$ cat config.mk
export PLATFORM = sky130hd
export DESIGN_NAME = led_scan_driver
export DESIGN_NICKNAME = d
export VERILOG_FILES = /design/src/rtl/led_scan_driver.sv
export SDC_FILE = /design/constraint.sdc
export NUM_CORES = 1
export LEC_CHECK = 0
export CAP_MARGIN = 10
export CORE_MARGIN = 1.5
export CORE_UTILIZATION = 60
export CTS_CLUSTER_SIZE = 14
export DETAILED_ROUTE_END_ITERATION = 8
export DONT_BUFFER_PORTS = 1
export PLACE_DENSITY = 0.76
export SETUP_SLACK_MARGIN = 0.4
export SKIP_CTS_REPAIR_TIMING = 1
export SLEW_MARGIN = 20
export SYNTH_ARGS = -nofsm -noshare
export SYNTH_HDL_FRONTEND = slang
export SYNTH_SLANG_ARGS = --single-unit
$ cat constraint.sdc
create_clock -name clk -period 3.4 [get_ports clk]
set_input_delay 0.34 -clock clk [delete_from_list [all_inputs] [get_ports clk]]
set_output_delay 0.34 -clock clk [all_outputs]
set_load 0.005 [all_outputs]
$ cat src/rtl/led_scan_driver.sv
// led_scan_driver: raster scan engine that shifts, latches and displays one LED panel row at a time
module led_scan_driver #(
  parameter int ROWS = 64,
  parameter int COLS = 64,
  parameter int CLK_DIV = 2,
  parameter int DISP_CYCLES = 256,
  parameter logic [2:0] COLOR1 = 3'b100,
  parameter logic [2:0] COLOR2 = 3'b010,
  parameter logic [2:0] COLOR3 = 3'b001,
  parameter logic [2:0] COLOR_BG = 3'b000
) (
  input  logic       clk,
  input  logic       rst_n,
  input  logic       en,
  input  logic       judge1,
  input  logic       judge2,
  input  logic       judge3,
  output logic [6:0] row_now,
  output logic [6:0] col_now,
  output logic [2:0] led_rgb,
  output logic       led_sclk,
  output logic       led_lat,
  output logic       led_oe_n,
  output logic [6:0] row_addr,
  output logic       frame_done
);
  localparam int SW = $clog2(2 * CLK_DIV);
  localparam int DW = $clog2(DISP_CYCLES + 1);
  typedef enum logic [1:0] {IDLE, SHIFT, LATCH, DISPLAY} state_t;
  state_t state, state_d;
  logic [SW-1:0] s, s_d;
  logic [DW-1:0] d, d_d;
  logic [6:0] row_d, col_d, addr_d;
  logic [2:0] rgb_d;
  logic done_d, slot_end, col_last, row_end;
  always_comb begin
    slot_end = s == SW'(2 * CLK_DIV - 1);
    col_last = col_now == 7'(COLS - 1);
    row_end = d == DW'(DISP_CYCLES - 1);
    state_d = state;
    s_d = s;
    d_d = d;
    row_d = row_now;
    col_d = col_now;
    addr_d = row_addr;
    rgb_d = led_rgb;
    done_d = 1'b0;
    case (state)
      IDLE: begin
        row_d = '0;
        col_d = '0;
        s_d = '0;
        state_d = en ? SHIFT : IDLE;
      end
      SHIFT: begin
        s_d = slot_end ? '0 : s + 1'b1;
        rgb_d = (s != '0) ? led_rgb : judge1 ? COLOR1 : judge2 ? COLOR2 : judge3 ? COLOR3 : COLOR_BG;
        col_d = !slot_end ? col_now : col_last ? '0 : col_now + 1'b1;
        state_d = (slot_end && col_last) ? LATCH : SHIFT;
      end
      LATCH: begin
        addr_d = row_now;
        d_d = '0;
        state_d = DISPLAY;
      end
      default: begin
        d_d = d + 1'b1;
        if (row_end) begin
          done_d = row_now == 7'(ROWS - 1);
          row_d = (!en || done_d) ? '0 : row_now + 1'b1;
          s_d = '0;
          state_d = en ? SHIFT : IDLE;
        end
      end
    endcase
  end
  always_ff @(posedge clk or negedge rst_n) begin
    if (!rst_n) begin
      state <= IDLE;
      s <= '0;
      d <= '0;
      row_now <= '0;
      col_now <= '0;
      row_addr <= '0;
      led_rgb <= '0;
      led_sclk <= 1'b0;
      led_lat <= 1'b0;
      led_oe_n <= 1'b1;
      frame_done <= 1'b0;
    end else begin
      state <= state_d;
      s <= s_d;
      d <= d_d;
      row_now <= row_d;
      col_now <= col_d;
      row_addr <= addr_d;
      led_rgb <= rgb_d;
      led_sclk <= state_d == SHIFT && s_d >= SW'(CLK_DIV);
      led_lat <= state_d == LATCH;
      led_oe_n <= state_d != DISPLAY;
      frame_done <= done_d;
    end
  end
endmodule

# ---- Word level (Yosys, flattened, before mapping)
# Index checks and enable logic that the tools add are counted.
dict set report totals {
  output_inout_bits 28
  word_cells 61
  reg_bits 41
  input_bits 6
}
dict set report op_classes {
  bitwise_logic 2
  eq_ne 10
  n_lt_le_gt_ge 1
  n_reduce_logical 14
  add_sub_neg 4
  mux 19
}
# op count
set op_table {}
lappend op_table {{$mux W7} 4}
lappend op_table {{$pmux W7 S2} 2}
lappend op_table {{$pmux W9 S2} 1}
lappend op_table {{$add A7 B1 Y7 const B} 2}
lappend op_table {{$eq A7 B6 Y1 const B} 2}
lappend op_table {{$pmux W2 S3} 2}
lappend op_table {{$mux W2} 5}
lappend op_table {{$add A9 B1 Y9 const B} 1}
lappend op_table {{$eq A9 B8 Y1 const B} 1}
lappend op_table {{$eq A2 B2 Y1 const B} 3}
lappend op_table {{$reduce_and A2 Y1} 3}
lappend op_table {{$reduce_bool A2 Y1} 3}
lappend op_table {{$eq A2 B1 Y1 const B} 2}
lappend op_table {{$mux W1} 4}
lappend op_table {{$ne A2 B2 Y1 const B} 2}
lappend op_table {{$reduce_or A2 Y1} 2}
lappend op_table {{$mux W3} 1}
lappend op_table {{$reduce_or A3 Y1} 1}
lappend op_table {{$add A2 B1 Y2 const B} 1}
lappend op_table {{$ge A2 B2 Y1 const B} 1}
lappend op_table {{$logic_and A1 B1 Y1} 2}
lappend op_table {{$logic_not A2 Y1} 1}
lappend op_table {{$not A1 Y1} 2}
lappend op_table {{$logic_not A1 Y1} 1}
lappend op_table {{$logic_or A1 B1 Y1} 1}

# ---- Longest topological paths before layout
# Gate-level depths: netlist (run 1).
dict set report logic_depth {
  ltp_word 6
  depth_mapped 9
  mapped_depth_nobuf 9
}

# ---- Least setup slack after synthesis (run 1)
# No wires, ideal clock.
dict set report synth_path {
  path_kind {register to register}
  start {reg d[0]}
  end {reg row_now[5]}
  path_slack_ns 1.443
  arrival_time_ns 1.838
  synth_period_minus_slack_ns 1.957
  required_ns 3.281
  path_buffers 0
  setup_ns 0.119
  stages_incl_launch_ff 10
  path_cell_list {dfrtp_1 -> ha_1 -> and3_1 -> nand3_1 -> nor2_1 -> ha_1 -> o21bai_1 -> nor3_1 -> xnor2_1 -> nor2_1}
}
dict set report synth_between {
  elab_chain_cells 3
}
# element line
set synth_lines {}
lappend synth_lines {{start, declared} 32} ;# logic [DW-1:0] d, d_d;
lappend synth_lines {{start signal, assigned} 81} ;# d <= '0;
lappend synth_lines {{start signal, assigned} 93} ;# d <= d_d;
lappend synth_lines {{$eq A9 B8 Y1} 39} ;# row_end = d == DW'(DISP_CYCLES - 1);
lappend synth_lines {{$reduce_bool A2 Y1 (no line)} -}
lappend synth_lines {{$reduce_and A2 Y1 (no line)} -}
lappend synth_lines {{end signal, assigned} 94} ;# row_now <= row_d;
lappend synth_lines {{end, declared} 18} ;# output logic [6:0] row_now,
# No other way between the ends.
# A chain may end at the register's enable or synchronous reset.

# ---- Worst setup path in the final report (run 1)
dict set report layout_path {
  start {reg state[1]}
  end {reg d[4]}
}
dict set report layout_between {
  elab_chain_cells 3
  word_cells_on_any_way 5
  classes_between {eq/ne: 2; mux: 1; reduce/logical: 2}
}
# element line
set layout_lines {}
lappend layout_lines {{start, declared} 30} ;# state_t state, state_d;
lappend layout_lines {{start signal, assigned} 91} ;# state <= state_d;
lappend layout_lines {{$eq A2 B1 Y1 / $logic_not A2 Y1 (equally long branches)} 48} ;# case (state)
lappend layout_lines {{$reduce_or A2 Y1 (no line)} -}
lappend layout_lines {{$pmux W9 S2} 48}
# Several ways; a longest one is shown, not always the timed one.

==> impl.org, run 1 <==
** Timing
- Clock Skews :: 0.00821 ns
- Setup total negative slack :: 0 ns
- The worst path uses 66.6% of the clock period.
- For this run, the top clock speed supported by timing is ~440 MHz.
- At the pin with the least slew margin, the transition time is 0.845 ns.
- Final period demand of the worst path :: 2.26 ns
- Slew headroom :: between 40% and 50%
- Final number of max-transition violations :: 0
- Final Hold Vio Count :: 0
- Unrepaired setup endpoints after global routing :: no
- Final setup violation count :: 0

** Placed design
- Once placement finished, the instance area stood at ~0.0020 mm2.
- During placement, the flow inserted port buffers numbering 0.
- Summed over all nets, the half-perimeter wirelength after detailed placement is 2.77 mm.
- Counting tap cells, the placed design contains a total of around 230 instances.
- The congestion estimate from routability-driven global placement came to 0.804.

** Clock network
- Clk buf depth :: 2
- Sinks on the clock net :: 41
- Clock tree synthesis inserted a total of 5 buffers.
- Clock insertion delay at the later pin of the skew report :: 0.36 ns
- TritonCTS built the clock tree.
- The H-tree generated during clock tree synthesis spans 2 levels.
- Root Driver :: clkbuf_4
- Clock-pin slew was measured on the worst setup and hold paths at around 0.12 ns.

** Critical path
- Data arrives at the worst endpoint at ~2.6 ns.
- In this run the worst path has a maximum fanout of 13.
- Master of the slowest instance on the critical path :: nor2_1
- Ordered list of cells on the worst path :: inv_1, ha_1, nor2_1, nand2_1, nor3b_1, a21o_1
- For the worst setup path, the data required time is 3.71 ns.
- Path type of the worst setup path :: reg -> reg
- In this design, the stage delay of the slowest critical-path cell is 0.71 ns.
- Category of the worst setup path capture point :: register
- Startpoint types :: register

** Layout
- For this run, the number of standard cells in the final layout without fillers is 242.
- The number of antenna diodes in the final layout is 0.
- Synth-to-layout area growth :: 5.68%
- The post-route netlist has 11.1% of its cells at a drive strength greater than 1.
- Post-route design area :: ~0.0021 mm2
- The final layout contains ~210 nets.
- Filler cell count in the final layout :: 258
- In the final layout, flip-flops and latches occupy about 0.0010 mm2.
- Multi-input gate area in the final layout :: ~930 um2
- Once layout is complete, the utilization of the core stands at 68.4%.

** Global route
- Overall track demand over capacity in global routing :: 23.2%
- The initial antenna violation count came to 0.
- Wire length of the first global-routing pass :: 6.29 mm
- Entering global routing, the biggest net connects 42 pins.
- The via count of the first global-routing pass is roughly 1400.
- Overall overflow remaining after global route :: 0

** Routing
- Wire segments on met2 add up to 2.03 mm in the final route.
- Final wirelength :: about 4.1 mm
- For this run, design rule violations remaining after detail routing come to 0.
- Total vias in the final route :: 1465
- The first detailed-routing pass ran for 4 iterations.
- Vias per inst :: 6.05
- In the detailed route, the total length drawn on met3 is 181 um.
- Dividing the detail-routed wire length by the instance count gives 16.8 um.
- In this run the remaining antenna-violating nets after routing total 0.
- After the first detailed-routing iteration, the DRC count stood at roughly 110.
- The highest layer touched by signal routing is met4.
- Met1 Wirelength :: 1.78 mm

** Synthesis
- Post-synth EDFFs :: 0
- Count of cell types in the netlist :: 42
- Syn_area_per_cell :: 10.4 um2
- Proportion of register bits with asynchronous set or reset after synthesis :: 100%
- The portion of synthesized area spent on multiplexers is 5.50%.
- Yosys warning count :: 0
- Among all flip-flop cells after synthesis, the most frequent one is dfrtp_1.
- After Yosys synthesis, XOR and XNOR cells account for 3.03% of the synthesized area.
- After synthesis, the largest family of logic cells by area is simple AND/OR/NAND/NOR gates.
- Sequential-to-total area share from yosys stat :: roughly half
- Fraction of the mapped netlist area in adder cells :: slightly above 6%
- Summing the areas of all and, or, nand and nor instances in the mapped netlist gives between 15 and 20% of the synthesized area.
- Post-Synthesis Cells :: around 190
- In this run the cell area of the synthesized design comes to 0.00203 mm2.
- Summing the areas of all compound-gate instances in the mapped netlist gives 15.3% of the synthesized area.
- Net count of the mapped netlist :: between 200 and 250
- After synthesis the netlist holds a flip-flop and latch count of ~40.

** Worst hold path
- In this run the worst hold path is classified as in -> reg.

** Power
- IR Drop Worst-Case VDD :: 0.000245 V
- In this run the power density over the cells is between 300 and 400 mW/mm2.
- For this design the static power due to leakage is 0.965 nW.

** Floorplan
- Die area :: 0.00373 mm2
- From bottom edge to top edge, the die measures 61.1 um.
- 34 I/O pins were placed.
- Once the floorplan was initialized, standard cells occupied 64.8% of the core.
- Horizontal die dimension :: 61.1 um
- After floorplanning, the core was divided into 20 placement rows.
- The total area inside the core boundary comes to 0.00313 mm2.

** Run status
- Outcome :: finished, final reports clean

** Job
- Across the run, the number of max-cap violations was 0.
[layout make-up]
type                       count  area share (%)
tap                           44            2.57
timing repair buffer           2            1.75
clock buffer                   5            1.75
sequential                    41            48.0
multi-input combinational    137            43.4
inverter                      10            1.75
clock inverter                 3           0.818
[power breakdown]
group	switching [W]	internal, W
clock network	0.000162	0.0000780
logic	0.0000114	0.00000604
registers	0.00000123	0.000489
[cell usage after synthesis (2+ instances only)]
cell	count	area share [%]
nor2_1	13	2.4
inv_1	10	1.9
o21ai_0	13	3.2
clkbuf_1	3	0.56
buf_2	2	0.49
a22o_1	9	3.9
xnor2_1	6	2.6
o31ai_1	4	1.5
ha_1	10	6.2
a31oi_1	3	0.93
a21oi_1	4	0.99
nor2b_1	3	0.93
nor3_1	5	1.2
nand2_1	23	4.3
and3_1	3	0.93
mux2_2	9	5.0
dfrtp_1	40	49
nand2b_1	3	0.93
a21o_1	2	0.74
nand3_1	7	1.7
[sequential cells by signal, summed over array words and instances (netlist names), 2 cells and up]
name      flops
led_rgb       3
s             2
col_now       7
row_addr      7
row_now       7
d             9
state         2
[layer usage]
layer	GRT usage (%)	up-vias
li1	-	691
met1	29.2	730
met2	36.8	35
met3	6.93	9
met4	10.9	0
met5	0	-
[metrics by stage]
| step | worst slack (ns) | total power (W) | hold slack [ns] |
|---|---|---|---|
| final | 1.14 | 0.000748 | 0.0982 |
| after floorplan | 1.44 | 0.000503 | 0.0444 |
| after global routing | 1.00 | 0.000781 | 0.0801 |
| after CTS | 1.17 | 0.000742 | -0.360 |
| after global placement | 1.30 | 0.000503 | 0.0452 |
| after detailed placement | 1.21 | 0.000504 | 0.0453 |
[final timing paths]
kind | from | endpoint | slack, ns | cells past startpoint
worst max-delay path | state[1] | d[4] | 1.14 | 6
worst max register to register | state[1] | d[4] | 1.14 | 6
worst min-delay path | judge3 | led_rgb[0] | 0.1 | 1
max in group asynchronous | rst_n | led_oe_n | 2.67 | 2
worst min register to register | led_rgb[1] | led_rgb[1] | 0.52 | 2
min in group asynchronous | rst_n | d[6] | 0.46 | 2
[worst max-delay path, delay by kind of cell, from the launching register on]
kind / cells / cell delay (ns)
AO/OA/AOI/OAI: 1 / 0.11
adder cells (fa/ha/maj): 1 / 0.33
buffers and inverters: 1 / 0.09
flip-flops: 1 / 0.42
AND/OR/NAND/NOR: 3 / 1.27
[cell families after synthesis]
group,after synthesis
buffers and inverters,16
XOR/XNOR,7
multiplexers,10
AO/OA/AOI/OAI,45
flip-flops,41
AND/OR/NAND/NOR,65
adder cells (fa/ha/maj),10
[cell usage in the layout (no fill, tap or decap), drive strengths merged, types with 2 or more instances in the layout]
| cell type | instances |
|---|---|
| nor3 | 5 |
| a31oi | 3 |
| dfrtp | 40 |
| clkbuf | 5 |
| o31ai | 4 |
| inv | 10 |
| xnor2 | 6 |
| nand2b | 3 |
| clkinv | 2 |
| ha | 10 |
| a22o | 9 |
| nor2b | 3 |
| a21oi | 4 |
| o21ai | 13 |
| nor2 | 13 |
| or2 | 2 |
| a21o | 2 |
| nand3 | 7 |
| and3 | 3 |
| mux2 | 9 |
| nand2 | 23 |
Power figures use the tool's default switching activity.
==> run 2: changes to the inputs <==
--- a/config.mk
+++ b/config.mk
@@ -7,11 +7,11 @@
 export LEC_CHECK = 0
 export CAP_MARGIN = 10
 export CORE_MARGIN = 1.5
-export CORE_UTILIZATION = 60
+export CORE_UTILIZATION = 56
 export CTS_CLUSTER_SIZE = 14
 export DETAILED_ROUTE_END_ITERATION = 8
 export DONT_BUFFER_PORTS = 1
-export PLACE_DENSITY = 0.76
+export PLACE_DENSITY = 0.74
 export SETUP_SLACK_MARGIN = 0.4
 export SKIP_CTS_REPAIR_TIMING = 1
 export SLEW_MARGIN = 20
==> constraint.sdc (replaced) <==
create_clock -name clk -period 2 [get_ports clk]
set_input_delay 0.2 -clock clk [delete_from_list [all_inputs] [get_ports clk]]
set_output_delay 0.2 -clock clk [all_outputs]
set_load 0.005 [all_outputs]
==> impl.org, run 2 (same netlist as run 1, synthesis figures left out) <==
** Clock network
- Sinks on the clock net :: 41
- After clock tree synthesis, the clock-pin slew on the worst setup and hold paths is 0.13 ns.
- Clock tree synthesis inserted a total of 5 buffers.
- The clock tree synthesis step divided the H-tree into 2 levels.
- Clk buf depth :: 2
- Clock tree from TritonCTS :: built
- Root Driver :: clkbuf_4
- The clock reaches the later pin of the worst-skew pair after 0.35 ns.

** Worst hold path
- The worst hold path belongs to the class in -> reg.
- Worst hold path stage count :: 2
- Worst Min Path Start :: judge2
- The worst hold path terminates at led_rgb[1].

** Floorplan
- The die covers 0.00399 mm2.
- The core region is 0.00342 mm2.
- Measured along the y axis, the die boundary spans 63.1 um.
- Horizontal die dimension :: 63.1 um
- Pin placement for this block handled 34 I/O pins.
- Once the floorplan was initialized, standard cells occupied roughly three fifths of the core.
- Row generation in the floorplan step produced 21 rows.

** Critical path
- Required time worst endpoint :: between 2 and 2.5 ns
- The worst register-to-register path begins at d[0].
- The endpoint identified for the worst register-to-register timing path is led_sclk.
- The critical path is of the reg -> reg type.
- At the worst endpoint, the arrival time is 2.15 ns.
- FF-to-FF setup slack :: 0.10 ns
- Highest fanout seen on the critical path :: 5
- The worst setup path is launched from a register.
- STA classifies the critical path endpoint as a register.
- Number of cells on the worst reg-to-reg path :: 9

** Routing
- Final wirelength :: 4.33 mm
- Vias per inst :: 5.95
- Number of detailed-routing iterations run before antenna repair :: 4
- Total vias in the final route :: 1553
- Antenna Violating Nets Remaining :: 0
- After detailed routing, the average wire length per cell comes to 16.6 um.
- Drt initial violations :: around 120
- For this run, design rule violations remaining after detail routing come to 0.

** Timing
- Clock Skews :: 0.0124 ns
- Setup total negative slack on the finished layout was measured at 0 ns.
- Ratio of final minimum period to clock period :: between 90% and 100%
- Setup repair after global routing could not meet its margin everywhere.
- Setup violations remaining at the end of the flow were counted as 0.
- The number of max-slew violations in the final report was 0.
- In this run the tightest slew margin relative to its limit is 59.8%.
- The final number of hold-violating endpoints is 0.
- For the pin with the worst max-slew slack, the measured transition is 0.598 ns.
- Maximum frequency from static timing analysis :: 527 MHz
- The worst path needs 1.90 ns of the cycle, external delays included.

** Placed design
- Routability-driven placement finished with a final weighted congestion of 0.802.
- In this run, placement finished with an instance count of 237.
- Input and output buffers added on the ports amount to 0.
- Summing all placed instances gives a cell area of 0.00211 mm2.
- Sum of net half-perimeters after detailed placement :: 2.79 mm

** Layout
- Max reg flops :: 9
- Layout cells sized above 1 :: between 30% and 40%
- Most common cell after layout, fill and taps aside :: dfrtp_1
- Top library cells by usage in the layout, fill and taps aside :: dfrtp_1, nand2_1, buf_4
- Post-layout nets :: 230
- Post-route design area :: 0.00247 mm2
- The finished layout holds 261 standard cells, fillers aside.
- Register containing the most flip-flops in the final layout :: d
- Relative to the synthesized area, the layout overhead comes to 21.9%.
- 0 antenna diodes ended up in the layout.

** Power
- Lkg Pwr :: 1.06 nW
- IR Drop Worst-Case VDD :: 0.000368 V
- Cell area power density :: 584 mW/mm2

** Global route
- Global routing consumed, over all layers together, a little over a fifth of the routing resources.
- Wire length of the first global-routing pass :: 6.82 mm
- The initial antenna violation count was 0.
- Via count of the first global-routing pass :: 1518
- After global routing the overflow that remains totals 0.
- Maximum number of pins on one net before global-route repair :: 42

** Run status
- The run finished with clean final reports.

** Job
- Max Cap Viol :: 0
run 2: cell types whose count changed in the layout (fill, tap and decap cells not counted), moves of 3 or more:
cell     change
buf_4       +14
ha_1         -5
nor2_1       -4
nor3_1       -4
ha_4         +3
nand2_1      -3
nand2_2      +3
nor2_2       +3
nor3_2       +3
run 2: worst max-delay path by stage:
stage / endpoint / start / cells after the start / slack (ns)
5_1_grt: row_now[5] / d[0] / 9 / 0.04
3_3_place_gp: led_sclk / d[0] / 8 / 0.12
6_report: led_sclk / d[0] / 9 / 0.10
3_5_place_dp: led_sclk / d[0] / 9 / 0.02
2_1_floorplan: led_sclk / d[0] / 9 / 0.20
4_1_cts: led_sclk / d[0] / 9 / 0.003
run 2: critical path, stage by stage, from the launching register on:
cell and delay, ns:
dfrtp_2 0.44, ha_4 0.15, and3_4 0.20, nand3_2 0.09, nor2_2 0.16, ha_4 0.20, nand2_2 0.07, o21a_1 0.14
a22o_1 0.21, and3_1 0.15
run 2: final cells by class:
| class | instances | area (um2) |
|---|---|---|
| Clock buffer | 6 | 51.3 |
| Multi-Input combinational cell | 137 | 1080 |
| Sequential cell | 41 | 1030 |
| Fill cell | 232 | 947 |
| Tap cell | 46 | 57.6 |
| Inverter | 10 | 37.5 |
| Timing Repair Buffer | 19 | 174 |
| Clock inverter | 2 | 37.5 |
run 2: through the flow:
stage          hold slack [ns]  setup WS, ns  power, W  util, %
4_1_cts                 -0.487       0.00346   0.00142     64.4
3_3_place_gp           -0.0948         0.117  0.000856     61.8
5_1_grt                 0.0135        0.0364   0.00150     72.3
3_5_place_dp           -0.0948        0.0156  0.000856     61.8
6_report               0.00677         0.103   0.00144     72.3
2_1_floorplan          -0.0956         0.203  0.000855        -
run 2: where the power goes:
group / internal, W / leakage [nW] / switching (W)
Combinational: 0.0000129 / 0.493 / 0.0000212
Sequential: 0.000832 / 0.522 / 0.00000243
Clock: 0.000297 / 0.0445 / 0.000276
run 2: routing by layer:
| metal | share of wire, % | vias to the layer above | track usage [%] |
|---|---|---|---|
| met3 | 4.8 | 8 | 6.79 |
| met5 | 0 | - | 0 |
| met1 | 42 | 772 | 26.9 |
| li1 | - | 726 | - |
| met2 | 51 | 47 | 36.6 |
| met4 | 1.5 | 0 | 6.94 |
==> run 3: changes to the inputs <==
--- a/config.mk
+++ b/config.mk
@@ -5,13 +5,14 @@
 export SDC_FILE = /design/constraint.sdc
 export NUM_CORES = 1
 export LEC_CHECK = 0
+export ABC_AREA = 1
 export CAP_MARGIN = 10
 export CORE_MARGIN = 1.5
 export CORE_UTILIZATION = 56
 export CTS_CLUSTER_SIZE = 14
 export DETAILED_ROUTE_END_ITERATION = 8
 export DONT_BUFFER_PORTS = 1
-export PLACE_DENSITY = 0.74
+export PLACE_DENSITY_LB_ADDON = 0.2
 export SETUP_SLACK_MARGIN = 0.4
 export SKIP_CTS_REPAIR_TIMING = 1
 export SLEW_MARGIN = 20
==> impl.org, run 3 <==
** Clock network
- Sinks on the clock net :: 41
- CTS HTree Levels :: 2
- The later pin in the worst-skew pair is clocked with a latency of 0.29 ns.
- Counting the buffers created by CTS gives 5.
- Clk buf depth :: 2
- The tree is rooted in a clkbuf_8.
- Clock-pin slew reported for the worst setup and hold paths after clock tree synthesis :: about 0.07 ns
- Clock tree from TritonCTS :: built

** Critical path
- Longest individual stage delay on the worst path :: ~0.42 ns
- Required time worst endpoint :: 2.24 ns
- The worst setup path is of the reg -> reg kind.
- Startpoint types :: register
- The largest individual stage delay along the critical path comes from the cell dfrtp_1.
- Of all nets on the critical path, the largest fanout is 8.
- For the worst setup path, the data arrival time is between 2 and 2.5 ns.
- Category of the worst setup path capture point :: register
- Traced cell by cell, the critical path runs through ha_4, nand3_4, nor2_4, nand2_2, nor2_4, ha_4, inv_4, a21oi_4, inv_2, o21ai_2, nand2_1, inv_1.
- Number of cells on the worst reg-to-reg path :: 12

** Timing
- The worst path needs between 1.5 and 2 ns of the cycle, external delays included.
- Adding up every negative setup slack in the final design gives 0 ns.
- Setup repair after global routing could not meet its margin everywhere.
- For this run, the top clock speed supported by timing is 520 MHz.
- The worst path uses 96.1% of the clock period.
- Final number of max-transition violations :: 0
- For the pin with the worst max-slew slack, the measured transition is 0.403 ns.
- Clock Skews :: 0.00749 ns
- Final Hold Vio Count :: 0
- Slew headroom :: 73.0%
- Setup violations remaining at the end of the flow were counted as 0.
- Setup slack on the critical path of the routed design comes to 0.0787 ns.

** Power
- The analysis attributes to cell leakage a power of 1.20 nW.
- For this design the ratio of total power to cell area is slightly below 900 mW/mm2.
- IR analysis of the VDD net gives a maximum drop of ~0.00055 V.

** Routing
- Using the TritonRoute via totals, the vias-per-cell ratio works out to 5.32.
- Routed len/inst :: 13.6 um
- Drt initial violations :: 75
- DRC violation count after routing :: 0
- The routed design has between 4 and 5 mm of wire.
- Number of detailed-routing iterations run before antenna repair :: 4
- Antenna Violating Nets Remaining :: 0
- Total vias in the final route :: 1693

** Synthesis
- Sequential-to-total area share from yosys stat :: around 50%
- Yosys instantiated no cell more often than nand2_1.
- Cell type with the highest aggregate area in the netlist :: dfrtp_1
- Syn_area_per_cell :: 8.18 um2
- Counting every instance in the synthesized netlist gives 252.
- Synthesized area :: 0.00206 mm2
- In the synthesized netlist the dominant register cell turns out to be dfrtp_1.
- Yosys mapped a number of flops with a built-in enable equal to 0.
- Yosys warning count :: 0
- Proportion of register bits with asynchronous set or reset after synthesis :: 100%
- By count the netlist is led by nand2_1, dfrtp_1, inv_1, nor2_1.
- The number of nets handed over by synthesis was 268.
- Summed over its instances, the top area cell type makes up 48.6% of the synthesized netlist area.
- Synthesis instantiated 32 different standard cells from the library.
- The synthesized design contains 41 register bits.
- Sorting the synthesized cells by area gives the leading types as dfrtp_1, nand2_1, ha_1.

** Global route
- Global-route layer with the greatest usage :: met2
- In the global route stage, met2 resource usage came out at 32.4%.
- Fraction of met3 tracks used by global routing :: 6.79%
- Antenna violations before repair :: 0
- Entering global routing, the biggest net connects 42 pins.
- The first global-routing pass estimated ~6.7 mm of wire.
- Overall track demand over capacity in global routing :: between 20% and 30%
- In the global route stage, met1 resource usage came out at 28.5%.
- Overall overflow remaining after global route :: 0
- The via count of the first global-routing pass was ~1500.

** Worst hold path
- The tightest min-delay check is of the in -> reg type.
- Along the worst hold path, the cell count comes to 1.

** Layout
- Final core occ :: 71.5%
- The register with the most flip-flops in the layout has 9 of them.
- Filler cell count in the final layout :: roughly 260
- d holds more flip-flops than any other register.
- The post-route netlist has 16.9% of its cells at a drive strength greater than 1.
- Post-layout nets :: 287
- The repair_antennas step left the layout with diodes totalling 0.
- Most common cell after layout, fill and taps aside :: nand2_1
- Top library cells by usage in the layout, fill and taps aside :: nand2_1, dfrtp_1, inv_1
- Relative to the synthesized area, the layout overhead comes to 19.4%.

** Floorplan
- In this run the count of I/O pins placed on the die edge is 34.
- The floorplan step set the die width to 63.7 um.
- The core region is about 0.0034 mm2.
- The initialized floorplan defines 21 standard-cell rows.
- Once the floorplan was initialized, standard cells occupied between 50% and 60% of the core.
- The die is 63.7 um tall.
- The floorplan step defined a die boundary enclosing 0.00405 mm2.

** Placed design
- Sum of net half-perimeters after detailed placement :: between 2 and 3 mm
- Count of port buffers added during placement :: 0
- The congestion estimate from routability-driven global placement came to between 0.8 and 0.9.
- Before CTS, the worst setup slack after placement is 0.0605 ns.

** Run status
- Outcome :: finished, final reports clean

** Job
- Max Cap Viol :: 0
## run 3: changes by cell type in the layout (fill, tap and decap cells not counted), sizes merged, moves of 13 or more
cell / delta
nand2: +42
inv: +24
nor2: +17
a21oi: +13
## run 3: cell families after synthesis
logic type | after synthesis | synth area share [%]
xor+xnor | 1 | 0.425
fa+ha+maj | 10 | 6.07
compound gates | 43 | 12.1
simple gates | 120 | 24.8
buf+inv | 37 | 6.80
flops | 41 | 49.8
## run 3: final timing paths
path                                   from          end  slack, ns
max in group asynchronous             rst_n     led_oe_n       1.33
worst max-delay path                   d[1]   row_now[4]       0.08
min in group asynchronous             rst_n  row_addr[1]       0.40
worst max register to register         d[1]   row_now[4]       0.08
worst min-delay path                 judge2   led_rgb[0]       0.03
worst min register to register  row_addr[2]  row_addr[2]       0.50
## run 3: cell type report
| cell class | count | area [um2] | share of cell area (%) |
|---|---|---|---|
| clock buffer | 8 | 80.1 | 3.25 |
| inverter | 35 | 134 | 5.44 |
| multi-input combinational | 174 | 1030 | 42.0 |
| sequential | 41 | 1030 | 41.7 |
| tap | 46 | 57.6 | 2.34 |
| timing repair buffer | 14 | 128 | 5.19 |
## run 3: report_power, final
part | internal, W | switching, W | total [W]
Clock | 0.000248 | 0.000265 | 0.000513
Combinational | 0.000223 | 0.000288 | 0.000510
Sequential | 0.000962 | 0.000161 | 0.00112
## run 3: layer usage
layer | part of all wire [%] | wire (um) | up-vias
met5 | 0 | 0 | -
met4 | 1.9 | 84 | 0
met3 | 4.4 | 190 | 7
met2 | 47 | 2050 | 42
met1 | 46 | 2000 | 799
li1 | - | - | 845
## run 3: worst max-delay path: cells and delay by family, from the launching register on
family	cells	cell delay, ns
AND/OR/NAND/NOR	5	0.50
flip-flops	1	0.42
AO/OA/AOI/OAI	2	0.40
adder cells (fa/ha/maj)	2	0.35
buffers and inverters	3	0.21
## run 3: per-stage QoR
step / area, um2 / total power, W / hold slack (ns) / cells
finish: 2460 / 0.00215 / 0.0336 / 318
CTS: 2210 / 0.00208 / -0.415 / 307
detailed placement: 2130 / 0.00156 / -0.0943 / 299
global placement: 2130 / 0.00154 / -0.0944 / 299
floorplan: 2060 / 0.00146 / -0.0956 / 252
global route: 2460 / 0.00229 / 0.0371 / 318
